<file path="src/rtl/uart_rx_pkg.sv">
// Shared definitions for the UART receive front end: FSM state encoding,
// capture floors for the configuration inputs, and where the bit samples sit
// relative to the middle of the bit.
package uart_rx_pkg;

    // The state is kept as a plain one-bit vector so older blocks can use it.
    localparam logic [0:0] ST_IDLE   = 1'b0;
    localparam logic [0:0] ST_ACTIVE = 1'b1;

    // Smallest configuration values accepted when a frame starts.
    localparam int PRESCALE_MIN   = 8;
    localparam int FRAME_BITS_MIN = 2;

    // Tick offsets relative to H = P/2, where P is the oversample ratio.
    localparam int SAMPLE_OFS_EARLY = -1;
    localparam int SAMPLE_OFS_MID   = 0;
    localparam int SAMPLE_OFS_LATE  = 1;
    localparam int VALID_OFS        = 2;

    // Two-out-of-three vote.
    function automatic logic majority3(input logic a, input logic b, input logic c);
        return (a & b) | (a & c) | (b & c);
    endfunction

endpackage : uart_rx_pkg

</file>
<file path="src/rtl/uart_rx_sync.sv">
// Two-flop synchroniser for the asynchronous serial line. Both flops reset to
// 1, the idle level of the line, so reset never looks like a start edge.
module uart_rx_sync (
    input  logic UCLK,
    input  logic reset,
    input  logic d_i,
    output logic q_o
);

    logic meta_q;
    logic sync_q;

    // Shift the line through two flops to settle any metastability.
    always_ff @(posedge UCLK or negedge reset) begin
        if (!reset) begin
            meta_q <= 1'b1;
            sync_q <= 1'b1;
        end else begin
            // NOTE: non-blocking assignments keep this a two-stage shift;
            // with blocking ones both flops would take d_i in the same edge.
            meta_q <= d_i;
            sync_q <= meta_q;
        end
    end

    assign q_o = sync_q;

endmodule : uart_rx_sync

</file>
<file path="src/rtl/uart_rx_data_sampler.sv">
// Oversampling front end of the UART receiver. It synchronises RX_IN, finds
// the falling edge of the start bit, counts ticks within each bit and bits
// within the frame, and samples each bit around its middle.
// Build option RX_MAJORITY_VOTE_EN: when defined, each bit is a majority vote
// of the samples at ticks H-1, H and H+1. When it is not defined, the bit is
// the single sample at tick H. In both builds sample_valid rises at tick H+2.
module uart_rx_data_sampler
    import uart_rx_pkg::*;
#(
    parameter int PRESCALE_W = 6,
    parameter int BITCNT_W   = 4
) (
    input  logic                  UCLK,
    input  logic                  reset,
    input  logic                  rx_en,
    input  logic                  RX_IN,
    input  logic [PRESCALE_W-1:0] prescale,
    input  logic [BITCNT_W-1:0]   frame_bits,
    output logic                  sampled_bit,
    output logic                  sample_valid,
    output logic [PRESCALE_W-1:0] edge_cnt,
    output logic [BITCNT_W-1:0]   bit_cnt,
    output logic                  busy,
    output logic                  frame_done
);

    // The last sample is taken from the live line one tick before the
    // registered strobe appears.
    localparam int VOTE_OFS = VALID_OFS - 1;

    logic                  rx_s;
    logic                  rx_prev_q;
    logic                  start_edge;

    logic [0:0]            state_q,        state_d;
    logic [PRESCALE_W-1:0] edge_cnt_q,     edge_cnt_d;
    logic [BITCNT_W-1:0]   bit_cnt_q,      bit_cnt_d;
    logic [PRESCALE_W-1:0] prescale_q,     prescale_d;
    logic [BITCNT_W-1:0]   frame_bits_q,   frame_bits_d;
    logic                  sampled_bit_q,  sampled_bit_d;
    logic                  sample_valid_q, sample_valid_d;
    logic                  frame_done_q,   frame_done_d;

    logic [PRESCALE_W-1:0] half;
    int                    half_i;
    int                    edge_i;
    logic                  at_mid;
    logic                  at_vote;
    logic                  last_tick;
    logic                  last_bit;
    logic                  false_start;
    logic                  s_mid_q;
    logic                  vote;

    // An even ratio of at least 8 keeps H-1..H+2 inside the bit.
    function automatic logic [PRESCALE_W-1:0] clamp_prescale(input logic [PRESCALE_W-1:0] p);
        logic [PRESCALE_W-1:0] p_even;
        p_even = {p[PRESCALE_W-1:1], 1'b0};
        if (int'(p_even) < PRESCALE_MIN) begin
            return PRESCALE_W'(PRESCALE_MIN);
        end
        return p_even;
    endfunction

    // A frame needs at least a start bit and a stop bit.
    function automatic logic [BITCNT_W-1:0] clamp_frame_bits(input logic [BITCNT_W-1:0] f);
        if (int'(f) < FRAME_BITS_MIN) begin
            return BITCNT_W'(FRAME_BITS_MIN);
        end
        return f;
    endfunction

    uart_rx_sync u_rx_sync (
        .UCLK  (UCLK),
        .reset (reset),
        .d_i   (RX_IN),
        .q_o   (rx_s)
    );

    // Delay the synchronised line by one cycle to detect a falling edge.
    always_ff @(posedge UCLK or negedge reset) begin
        if (!reset) begin
            rx_prev_q <= 1'b1;
        end else begin
            rx_prev_q <= rx_s;
        end
    end

    assign start_edge = rx_prev_q & ~rx_s;

    assign half      = {1'b0, prescale_q[PRESCALE_W-1:1]};
    assign half_i    = int'(half);
    assign edge_i    = int'(edge_cnt_q);
    assign at_mid    = (edge_i == half_i + SAMPLE_OFS_MID);
    assign at_vote   = (edge_i == half_i + VOTE_OFS);
    assign last_tick = (edge_cnt_q == prescale_q - PRESCALE_W'(1));
    assign last_bit  = (bit_cnt_q == frame_bits_q - BITCNT_W'(1));

    // A start bit that votes high was noise. Its strobe has already gone
    // out, so the checker downstream can flag it. The frame is then dropped.
    assign false_start = sample_valid_q && (bit_cnt_q == '0) && sampled_bit_q;

    // Capture the sample at tick H.
    always_ff @(posedge UCLK or negedge reset) begin
        if (!reset) begin
            s_mid_q <= 1'b1;
        end else if (state_q == ST_ACTIVE && at_mid) begin
            s_mid_q <= rx_s;
        end
    end

`ifdef RX_MAJORITY_VOTE_EN
    logic s_early_q;
    logic at_early;

    assign at_early = (edge_i == half_i + SAMPLE_OFS_EARLY);

    // Capture the sample at tick H-1. The tick H+1 sample is read from the
    // live line in the vote cycle.
    always_ff @(posedge UCLK or negedge reset) begin
        if (!reset) begin
            s_early_q <= 1'b1;
        end else if (state_q == ST_ACTIVE && at_early) begin
            s_early_q <= rx_s;
        end
    end

    assign vote = majority3(s_early_q, s_mid_q, rx_s);
`else
    assign vote = s_mid_q;
`endif

    // Next state of the frame FSM, the counters and the output strobes.
    always_comb begin
        // NOTE: every signal gets its default value first. Otherwise a path
        // through the case could leave a signal unassigned and infer a latch.
        state_d        = state_q;
        edge_cnt_d     = edge_cnt_q;
        bit_cnt_d      = bit_cnt_q;
        prescale_d     = prescale_q;
        frame_bits_d   = frame_bits_q;
        sampled_bit_d  = sampled_bit_q;
        sample_valid_d = 1'b0;
        frame_done_d   = 1'b0;

        case (state_q)
            ST_IDLE: begin
                edge_cnt_d = '0;
                bit_cnt_d  = '0;
                if (rx_en && start_edge) begin
                    // The cycle that sees the edge is tick 0 of the start bit.
                    state_d      = ST_ACTIVE;
                    edge_cnt_d   = PRESCALE_W'(1);
                    prescale_d   = clamp_prescale(prescale);
                    frame_bits_d = clamp_frame_bits(frame_bits);
                end
            end
            default: begin
                if (!rx_en || false_start) begin
                    state_d    = ST_IDLE;
                    edge_cnt_d = '0;
                    bit_cnt_d  = '0;
                end else if (last_tick) begin
                    edge_cnt_d = '0;
                    if (last_bit) begin
                        state_d      = ST_IDLE;
                        bit_cnt_d    = '0;
                        frame_done_d = 1'b1;
                    end else begin
                        bit_cnt_d = bit_cnt_q + BITCNT_W'(1);
                    end
                end else begin
                    edge_cnt_d = edge_cnt_q + PRESCALE_W'(1);
                    if (at_vote) begin
                        sampled_bit_d  = vote;
                        sample_valid_d = 1'b1;
                    end
                end
            end
        endcase
    end

    // Register the state, the counters, the captured configuration and the outputs.
    always_ff @(posedge UCLK or negedge reset) begin
        if (!reset) begin
            state_q        <= ST_IDLE;
            edge_cnt_q     <= '0;
            bit_cnt_q      <= '0;
            prescale_q     <= PRESCALE_W'(PRESCALE_MIN);
            frame_bits_q   <= BITCNT_W'(FRAME_BITS_MIN);
            sampled_bit_q  <= 1'b1;
            sample_valid_q <= 1'b0;
            frame_done_q   <= 1'b0;
        end else begin
            state_q        <= state_d;
            edge_cnt_q     <= edge_cnt_d;
            bit_cnt_q      <= bit_cnt_d;
            prescale_q     <= prescale_d;
            frame_bits_q   <= frame_bits_d;
            sampled_bit_q  <= sampled_bit_d;
            sample_valid_q <= sample_valid_d;
            frame_done_q   <= frame_done_d;
        end
    end

    assign sampled_bit  = sampled_bit_q;
    assign sample_valid = sample_valid_q;
    assign edge_cnt     = edge_cnt_q;
    assign bit_cnt      = bit_cnt_q;
    assign busy         = (state_q == ST_ACTIVE);
    assign frame_done   = frame_done_q;

endmodule : uart_rx_data_sampler
</file>
<file path="config.mk">
export PLATFORM = sky130hd
export DESIGN_NAME = uart_rx_data_sampler
export DESIGN_NICKNAME = d
export VERILOG_FILES = /design/src/rtl/uart_rx_pkg.sv /design/src/rtl/uart_rx_sync.sv /design/src/rtl/uart_rx_data_sampler.sv
export SDC_FILE = /design/constraint.sdc
export NUM_CORES = 1
export LEC_CHECK = 0
export CAP_MARGIN = 25
export CORE_ASPECT_RATIO = 1.1
export CORE_MARGIN = 3
export CORE_UTILIZATION = 30
export DETAILED_ROUTE_END_ITERATION = 12
export HOLD_SLACK_MARGIN = 0.1
export RECOVER_POWER = 100
export SYNTH_ARGS = -nofsm -noshare
export SYNTH_HDL_FRONTEND = slang
export SYNTH_SLANG_ARGS = --single-unit
</file>
<file path="constraint.sdc">
create_clock -name UCLK -period 3.78 [get_ports UCLK]
set_input_delay 0.756 -clock UCLK [delete_from_list [all_inputs] [get_ports UCLK]]
set_output_delay 0.756 -clock UCLK [all_outputs]
set_load 0.01 [all_outputs]
</file>
==> results.cfg <==
[run_status]
outcome = finished clean

[routing]
ant_nets = 0
drt_pass1_iterations = 4
wl_per_cell_um = 13.2
num_vias = 1243
drtIter0Drc = 26
routed_wl_mm = 3.26
drc = 0
viasPerCell = 5.01

[critical_path]
worst_setup_path_start_kind = flip-flop
slowest_delay_ps = 540
worst-path-stages = 8
r2r_setup_slack_ps = 1340
worstSetupStartpoint = prescale_q[1]$_DFFE_PN0P_
rr_endpoint = sampled_bit$_DFFE_PN1P_
cpMaxStageDelayCell = nor4b_1
required_ps = 4000
worst_ep_arrival_time_ps = 2660
worstPathCellList = inv_1 -> ha_1 -> xor2_1 -> nand3_1 -> nor2_1 -> nand2_1 -> nor4b_1 -> mux2_4
endpoint = sampled_bit$_DFFE_PN1P_
reg2reg_depth = 8
timing.rr.start = prescale_q[1]$_DFFE_PN0P_
end_kind = flip-flop
cp_top_family = simple AND/OR/NAND/NOR gates
critPathBufInv = 1
critical_path.max_fanout = 9
path_class = flip-flop to flip-flop

[clocking]
cts_tree = built
clock_latency_ps = 280
cts_resized = 0
clock-sinks = 27
cts_buffers = 3
cts_hold_buf = 0
post_cts_buffers = 0
cts_buffer_depth = 2
h-tree-depth = 1
path_clk_slew_ps = 100
clockRootBuffer = clkbuf_8

[sta]
worst_slack_ps = 1340
drv_slew = 0
tightest_slew_ps = 1050
fin_crit_sh_pct = 64.6
rsz0062_at_grt = false
hold_viol_final = 0
relSlewSlack_pct = 29.8
skew_ps = 5.89
finalSetupTns_ps = 0
timing.fmax_ghz = 0.410
setup_viol_count_final = 0
period_minus_slack_ps = 2440

[final_layout]
diodes = 0
layout-drive-gt1-share_pct = 8.85
nets = 213
syn_to_final_growth_pct = 22.2
layout_commonest_cell = nand2_1
mostFrequentLayoutCells = 27 x nand2_1, 20 x dfrtp_1, 17 x dlygate4sd3_1, 13 x nor2_1, 12 x xnor2_1

[yosys]
synthAdderAreaFrac_pct = 4.80
seq_area_frac_synth_pct = 43.8
synthFlopType = dfrtp_1
syn-num-nets = 184
muxShareOfSynthArea_pct = 1.68
synth_top_area_share_pct = 32.0
synth-async-reset-ratio_pct = 100
synth_top_family_by_area = simple AND/OR/NAND/NOR gates
synthesis.instances = 164
synthTopCellsByArea = dfrtp_1 32%, dfstp_2 12%, xnor2_1 6.7%
yosys.area_share.simple_pct = 24.7
ys_warn_count = 0
syn_area_per_cell_um2 = 9.54
synth_top_area_cell = dfrtp_1
ys_ff_latch = 27
synth-edff-count = 0
synth_compound_area_share_pct = 8.08
ys_types = 36
synth.cell_area_um2 = 1560
synthXorXnorAreaFrac_pct = 12.9

[power_and_ir_drop]
total_leakage_power_nw = 0.832
vdd_drop_max_v = 0.000142
p_per_area_nw_per_um2 = 380

[die]
io_pins = 28
dieArea_um2 = 6120
core_um2 = 4850
die-height_um = 81.7
die_x_um = 74.8
rows = 26
start_util_pct = 32.3

[placement]
hpwl_mm = 2.50
gp_congestion = 0.736
io_buffers = 26
dpl_worst_slack_ps = 1420

[hold_path]
holdCritPathClass = flip-flop to flip-flop

[grt]
grt_max_degree = 21
antenna_found_initial = 0
grt_pass1_vias = 1214
track_usage_pct = 12.1
grt_pass1_wl_mm = 5.67
globalRouteOverflowTotal = 0

[job]
max_cap_violations = 0
[area by class of cell]
class / count / area [um^2]
Timing Repair Buffer: 30 / 279
Sequential cell: 27 / 684
Multi-Input combinational cell: 123 / 798
Inverter: 8 / 30.0
Clock inverter: 1 / 7.51
Clock buffer: 3 / 41.3
Fill cell: 495 / 2940
Tap cell: 56 / 70.1
[synth_stat cells (2+ instances only)]
cell and instances:
nor3_1 4, clkbuf_1 2, or4_1 2, nand3b_1 2, o21ai_0 11, buf_2 2, nand2_1 26, inv_1 8
xor2_1 11, xnor2_1 12, nor2_1 13, nand3_1 8, a21oi_1 5, nand4_1 5, dfstp_2 7, nand4bb_1 2
dfrtp_1 20, ha_1 6
[per-stage QoR]
| step | instance area, um^2 | std cells | util (%) | hold WS, ps | power, mW |
|---|---|---|---|---|---|
| floorplan | 1560 | 164 | - | 345 | 0.514 |
| global placement | 1880 | 243 | 38.8 | 347 | 0.566 |
| detailed placement | 1910 | 244 | 39.4 | 350 | 0.574 |
| CTS | 1960 | 248 | 40.4 | 366 | 0.750 |
| global route | 1910 | 248 | 39.4 | 380 | 0.772 |
| finish | 1910 | 248 | 39.4 | 368 | 0.726 |
[layer usage]
metal	vias to the layer above	global-route usage [%]	wire length (um)
met5	-	0	0
met4	0	4.27	53
met3	5	1.84	110
met2	27	18.9	1500
met1	599	16.8	1600
li1	612	-	-
[registers in the layout, summed over array words and instances, names as in the netlist]
signal,flops
bit_cnt,4
sampled_bit,1
rx_prev_q,1
u_rx_sync.meta_q,1
busy,1
u_rx_sync.q_o,1
s_mid_q,1
prescale_q,5
frame_bits_q,4
edge_cnt,6
frame_done,1
sample_valid,1
[report_power, final]
group	switching [mW]	internal, mW	leakage, nW
Clock	0.0972	0.0750	0.0217
Sequential	0.0404	0.328	0.340
Combinational	0.0911	0.0943	0.470
Total	0.229	0.497	0.832
[how the worst min path moves through the flow]
stage,depth (start not counted),startpoint,slack [ps],end
global placement,0,u_rx_sync.meta_q$_DFF_PN1_,350,u_rx_sync.q_o$_DFF_PN1_
global route,0,u_rx_sync.meta_q$_DFF_PN1_,380,u_rx_sync.q_o$_DFF_PN1_
floorplan,0,u_rx_sync.meta_q$_DFF_PN1_,350,u_rx_sync.q_o$_DFF_PN1_
CTS,0,u_rx_sync.meta_q$_DFF_PN1_,370,u_rx_sync.q_o$_DFF_PN1_
finish,0,u_rx_sync.meta_q$_DFF_PN1_,370,u_rx_sync.q_o$_DFF_PN1_
detailed placement,0,u_rx_sync.meta_q$_DFF_PN1_,350,u_rx_sync.q_o$_DFF_PN1_
[cells by family after synthesis]
family	count (synthesis)
xor+xnor	23
mux	2
buf+inv	14
fa+ha+maj	6
flops	27
simple gates	72
compound gates	20
No activity file was read; power rests on OpenSTA's default activity.
